==> src/rtl/ctrl_frame_pkg.sv <==
// Shared types and constants for the controller frame decoder.
//   frame_state_t : decoder FSM states
//   PAYLOAD_BYTES : bytes between SYNC and CSUM
//   IDX_*         : shadow-register slot of each payload field
//   JOY_CENTRE    : joystick value presented while the link is down
package ctrl_frame_pkg;

  typedef enum logic [1:0] {HUNT, COLLECT, CHECK} frame_state_t;

  localparam int unsigned PAYLOAD_BYTES = 5;
  localparam int unsigned IDX_PLAYER    = 0;
  localparam int unsigned IDX_BTN_LO    = 1;
  localparam int unsigned IDX_BTN_HI    = 2;
  localparam int unsigned IDX_JOY_X     = 3;
  localparam int unsigned IDX_JOY_Y     = 4;

  localparam logic [7:0] JOY_CENTRE = 8'h80;

endpackage

==> src/rtl/sat_timeout_counter.sv <==
// Saturating idle counter with a one-shot expiry strobe.
//   clk_in  : clock
//   rst_in  : asynchronous active-low reset
//   clear   : restart counting from zero this cycle
//   expired : high for the single cycle in which the count reaches LIMIT;
//             suppressed when clear is high in that cycle
module sat_timeout_counter #(
  parameter int unsigned LIMIT = 20000
) (
  input  logic clk_in,
  input  logic rst_in,
  input  logic clear,
  output logic expired
);

  localparam int unsigned W = $clog2(LIMIT + 1);
  localparam logic [W-1:0] TOP  = W'(LIMIT);
  localparam logic [W-1:0] LAST = W'(LIMIT - 1);

  logic [W-1:0] count;

  always_ff @(posedge clk_in or negedge rst_in) begin
    if (!rst_in) begin
      count <= '0;
    end else if (clear) begin
      count <= '0;
    end else if (count != TOP) begin
      count <= count + W'(1);
    end
  end

  // Strobe on the edge that moves the count onto LIMIT; once saturated
  // the strobe cannot recur until a clear.
  assign expired = !clear && (count == LAST);

endmodule

==> src/rtl/ctrl_frame_decoder.sv <==
// Game-controller frame decoder fed by the SPI receive stage.
// Frame: SYNC, PLAYER, BTN_LO, BTN_HI, JOY_X, JOY_Y, CSUM (XOR of payload).
//   clk_in          : system clock
//   rst_in          : asynchronous active-low reset
//   byte_in         : received byte, qualified by byte_valid_in
//   byte_valid_in   : one-cycle byte strobe
//   buttons_out     : {BTN_HI, BTN_LO} of the last good frame
//   joy_x_out       : joystick X of the last good frame
//   joy_y_out       : joystick Y of the last good frame
//   player_out      : player id of the last good frame
//   frame_valid_out : one-cycle pulse when the data outputs update
//   connected_out   : good frames arriving within STALE_TIMEOUT
//   err_count_out   : saturating count of checksum failures + mid-frame timeouts
module ctrl_frame_decoder
  import ctrl_frame_pkg::*;
#(
  parameter logic [7:0]  SYNC_BYTE     = 8'hA5,
  parameter int unsigned BYTE_TIMEOUT  = 20000,
  parameter int unsigned STALE_TIMEOUT = 10000000,
  parameter int unsigned ERR_WIDTH     = 8
) (
  input  logic                 clk_in,
  input  logic                 rst_in,
  input  logic [7:0]           byte_in,
  input  logic                 byte_valid_in,
  output logic [15:0]          buttons_out,
  output logic [7:0]           joy_x_out,
  output logic [7:0]           joy_y_out,
  output logic [7:0]           player_out,
  output logic                 frame_valid_out,
  output logic                 connected_out,
  output logic [ERR_WIDTH-1:0] err_count_out
);

  frame_state_t state;
  logic [2:0]   idx;
  logic [7:0]   run_xor;
  logic [7:0]   shadow [PAYLOAD_BYTES];

  logic byte_expired;
  logic stale_expired;
  logic good_frame;
  logic err_event;

  assign good_frame = byte_valid_in && (state == CHECK) && (byte_in == run_xor);

  // A byte in the expiry cycle clears the counter, which masks the strobe,
  // so the byte wins without extra arbitration here.
  assign err_event = byte_valid_in ? ((state == CHECK) && (byte_in != run_xor))
                                   : (byte_expired && (state != HUNT));

  sat_timeout_counter #(.LIMIT(BYTE_TIMEOUT)) u_byte_timer (
    .clk_in  (clk_in),
    .rst_in  (rst_in),
    .clear   (byte_valid_in),
    .expired (byte_expired)
  );

  sat_timeout_counter #(.LIMIT(STALE_TIMEOUT)) u_stale_timer (
    .clk_in  (clk_in),
    .rst_in  (rst_in),
    .clear   (good_frame),
    .expired (stale_expired)
  );

  always_ff @(posedge clk_in or negedge rst_in) begin
    if (!rst_in) begin
      state           <= HUNT;
      idx             <= '0;
      run_xor         <= '0;
      shadow          <= '{default: '0};
      buttons_out     <= '0;
      joy_x_out       <= '0;
      joy_y_out       <= '0;
      player_out      <= '0;
      frame_valid_out <= 1'b0;
      connected_out   <= 1'b0;
      err_count_out   <= '0;
    end else begin
      frame_valid_out <= 1'b0;

      if (byte_valid_in) begin
        case (state)
          HUNT: begin
            if (byte_in == SYNC_BYTE) begin
              state   <= COLLECT;
              idx     <= '0;
              run_xor <= '0;
            end
          end
          COLLECT: begin
            shadow[idx] <= byte_in;
            run_xor     <= run_xor ^ byte_in;
            if (idx == 3'(IDX_JOY_Y)) begin
              state <= CHECK;
            end else begin
              idx <= idx + 3'd1;
            end
          end
          CHECK: begin
            state <= HUNT;
            if (good_frame) begin
              buttons_out     <= {shadow[IDX_BTN_HI], shadow[IDX_BTN_LO]};
              joy_x_out       <= shadow[IDX_JOY_X];
              joy_y_out       <= shadow[IDX_JOY_Y];
              player_out      <= shadow[IDX_PLAYER];
              frame_valid_out <= 1'b1;
              connected_out   <= 1'b1;
            end
          end
          default: state <= HUNT;
        endcase
      end else if (byte_expired && (state != HUNT)) begin
        state <= HUNT;
      end

      // good_frame clears the stale timer, so the two never coincide.
      if (stale_expired) begin
        connected_out <= 1'b0;
        buttons_out   <= '0;
        joy_x_out     <= JOY_CENTRE;
        joy_y_out     <= JOY_CENTRE;
      end

      if (err_event && (err_count_out != '1)) begin
        err_count_out <= err_count_out + ERR_WIDTH'(1);
      end
    end
  end

endmodule

==> config.mk <==
export PLATFORM = sky130hd
export DESIGN_NAME = ctrl_frame_decoder
export DESIGN_NICKNAME = d
export VERILOG_FILES = /design/src/rtl/ctrl_frame_pkg.sv /design/src/rtl/sat_timeout_counter.sv /design/src/rtl/ctrl_frame_decoder.sv
export SDC_FILE = /design/constraint.sdc
export NUM_CORES = 1
export LEC_CHECK = 0
export ABC_AREA = 1
export BUFFER_PORTS_ARGS = -buffer_cell sky130_fd_sc_hd__buf_4
export CAP_MARGIN = 0
export CORE_MARGIN = 8
export CORE_UTILIZATION = 50
export CTS_BUF_LIST = sky130_fd_sc_hd__clkbuf_8
export DETAILED_ROUTE_END_ITERATION = 16
export PLACE_DENSITY = 0.68
export SETUP_SLACK_MARGIN = 0.2
export SLEW_MARGIN = 20
export SYNTH_ARGS = -nofsm -noshare
export SYNTH_HDL_FRONTEND = slang
export SYNTH_SLANG_ARGS = --single-unit
==> constraint.sdc <==
create_clock -name clk_in -period 4.5 [get_ports clk_in]
set_input_delay 0.45 -clock clk_in [delete_from_list [all_inputs] [get_ports clk_in]]
set_output_delay 0.45 -clock clk_in [all_outputs]
set_load 0.02 [all_outputs]
==> results.py <==
metrics = {
    "grt": {
        "grt_first_pass_wirelength_mm": 25.5,
        "grt_overflow": 0,
        "antenna_found_initial": 0,
        "grt_start_max_net_pins": 105,
        "grt_pass1_vias": 5336,
        "grtUsageTotal_pct": 17.7,
    },
    "worst_setup_path": {
        "max_stage_delay_ps": 480,
        "cpLargestDelayFamily": "simple AND/OR/NAND/NOR gates",
        "cp_common_cell": "nand2_1",
        "critPathKind": "register to register",
        "startpoint": "run_xor[1]$_DFFE_PN0P_",
        "r2r-start": "run_xor[1]$_DFFE_PN0P_",
        "worstSetupEndpointType": "register",
        "required_ps": 4810,
        "worstPathArrival_ps": 2490,
        "cp_slowest_cell": "buf_4",
        "path_buf_inv": 2,
        "startpoint_type": "register",
        "cp_cell_sequence": "inv_1 -> nand2_1 -> nand2_1 -> nand2_1 -> nor2_1 -> nand3_4 -> buf_4 -> nand3_1 -> o21ai_1",
        "path_max_fanout": 48,
    },
    "final_layout": {
        "syn2layout_area_growth_pct": 13.7,
        "final_cell_area_sq_mm": 0.00768,
        "finalNetCount": 875,
        "antenna_cells": 0,
        "drive_gt1_share_pct": 14.1,
        "num-fill-cells": 1202,
        "final_util_pct": 58.0,
    },
    "clock_tree": {
        "path_clk_slew_ps": 80,
        "holdBufCountCts": 0,
        "post_cts_resized": 0,
        "clockBufferDepth": 2,
        "cts_buffers": 17,
        "cts.sinks": 142,
        "htreeDepth": 4,
        "clk_root_buffer_cell": "clkbuf_8",
        "insertion_delay_ps": 450,
        "cts_setup_buffers": 0,
        "cts_tree": "built",
    },
    "die": {
        "dieWidth_um": 132,
        "dieHeight_um": 132,
        "start_util_pct": 51.0,
        "dieArea_sq_mm": 0.0175,
        "pin_count": 61,
        "core-area_sq_mm": 0.0132,
        "row_count": 42,
    },
    "detailed_routing": {
        "vias": 5411,
        "drc_errors": 0,
        "vias_per_cell": 5.17,
        "dr.pass1.iters": 5,
        "routed_wl_mm": 14.7,
        "ant_nets": 0,
        "drt_iter0_drc": 381,
        "post_drt_wl_per_cell_um": 14.1,
    },
    "sta": {
        "relSlewSlack_pct": 38.1,
        "skew_ps": 11.3,
        "final_hold_viol_count": 0,
        "min_period_over_period_pct": 48.5,
        "rsz0062_at_grt": "no",
        "worstMarginPinSlew_ps": 929,
        "period_minus_slack_ps": 2180,
        "finalMaxSlewViolations": 0,
        "setup_viol": 0,
        "fin_tns_setup_ps": 0,
        "clock.fmax_mhz": 458,
    },
    "power_and_ir_drop": {
        "seqPwrFrac_pct": 53.5,
        "switchingPower_uw": 553,
        "leakage_uw": 0.00396,
        "peakVddDrop_mv": 0.219,
        "p_sw_share_pct": 22.7,
        "clkPwrFrac_pct": 42.5,
        "power_density_mw_per_mm2": 317,
        "pwr-share-comb_pct": 4.0,
        "power.internal_uw": 1880,
        "power_uw": 2440,
    },
    "logic_synthesis": {
        "synth_largest_area_cell": "dfrtp_1",
        "async_flop_share_pct": 100,
        "ys_ff_latch": 142,
        "avgSynthCellArea_sq_um": 8.45,
        "syn_inst": 799,
        "synth_area_sq_mm": 0.00675,
        "synth.area.top_cells": "dfrtp_1 53%, nand2_1 10%, inv_1 6.7%, nand3_1 5.3%, o21ai_0 4.6%",
        "yosysWarnings": 0,
        "yosysSeqAreaShare_pct": 52.6,
        "synth_cell_types": 37,
        "synth_edf_count": 0,
        "synth_ff_type": "dfrtp_1",
        "netlist.area_leader.share_pct": 52.6,
        "syn-num-nets": 817,
        "synth_common_cells": "181 x nand2_1, 142 x dfrtp_1, 121 x inv_1",
        "yosysMostFrequentCell": "nand2_1",
    },
    "worst_hold_path": {
        "hp-class": "input port to async pin",
    },
    "place": {
        "dp.final_hpwl_mm": 10.3,
        "port_buffers": 60,
        "globalplace.congestion": 0.839,
        "dpl-instance-area_sq_mm": 0.00726,
    },
    "run_status": {
        "outcome": "finished, final reports clean",
    },
    "job": {
        "cap_viol_max_count": 0,
    },
}
[sequential cells by signal, summed over array words and instances (netlist names), 3 cells and up]
signal,cells
err_count_out,8
player_out,8
shadow,40
idx,3
joy_x_out,8
u_stale_timer.count,24
joy_y_out,8
run_xor,8
u_byte_timer.count,15
buttons_out,16
[cell usage in the layout, fill, tap and decap left out, types with 22 or more instances in the layout]
| master | n |
|---|---|
| o21ai_0 | 62 |
| clkbuf_8 | 22 |
| o21ai_1 | 26 |
| nand4_1 | 25 |
| nand2_1 | 181 |
| inv_1 | 123 |
| nor2_1 | 57 |
| buf_4 | 62 |
| dfrtp_1 | 142 |
| nand3_1 | 71 |
[through the flow]
step	hold WS (ps)	setup slack, ps	std cells
3_3_place_gp	455	2090	1014
3_5_place_dp	470	2060	1014
5_1_grt	182	2040	1046
4_1_cts	136	2310	1046
6_report	86.0	2320	1046
2_1_floorplan	154	2940	799
[path summary, 6_finish.rpt]
check	end	slack, ps	depth (start not counted)
worst max-delay path	joy_x_out[1]$_DFFE_PN0P_	2320	9
worst min-delay path	shadow[25]$_DFFE_PN0P_	90	1
worst max register to register	joy_x_out[1]$_DFFE_PN0P_	2320	9
worst min register to register	connected_out$_DFFE_PN0P_	480	2
max in group asynchronous	u_stale_timer.count[5]$_DFFE_PN0P_	3390	2
min in group clk_in	u_byte_timer.count[14]$_DFFE_PN0P_	250	2
[logic make-up (layout without fill, tap and decap cells)]
logic type               count (synthesis)  count (layout)  synth area share, %
flip-flops                             142             142                 52.6
AND/OR/NAND/NOR                        374             374                 25.3
AO/OA/AOI/OAI                          120             120                 9.78
XOR/XNOR                                10              10                 1.30
buffers and inverters                  146             217                 9.66
adder cells (fa/ha/maj)                  7               7                 1.30
[routing by layer]
metal / routed length (um) / GRT usage (%) / vias up
li1: - / - / 2691
met1: 7010 / 23.2 / 2591
met2: 6830 / 27.9 / 115
met3: 740 / 5.41 / 14
met4: 142 / 4.61 / 0
met5: 0 / 0 / -
[power groups by stage]
stage / Sequential (uW) / Clock [uW] / Combinational [uW]
after detailed placement: 1330 / 0 / 99.0
after floorplan: 1330 / 0 / 47.9
final: 1300 / 1030 / 98.1
after CTS: 1300 / 1060 / 99.7
after global placement: 1330 / 0 / 96.2
after global routing: 1310 / 1110 / 116
[final cells by class]
class / count / area, sq um / share of cell area [%]
multi-input combinational: 511 / 2550 / 33.3
clock buffer: 22 / 303 / 3.94
timing repair buffer: 63 / 477 / 6.21
sequential: 142 / 3550 / 46.3
tap: 176 / 220 / 2.87
inverter: 122 / 458 / 5.97
clock inverter: 10 / 111 / 1.45
(Power assumes the default switching activity.)
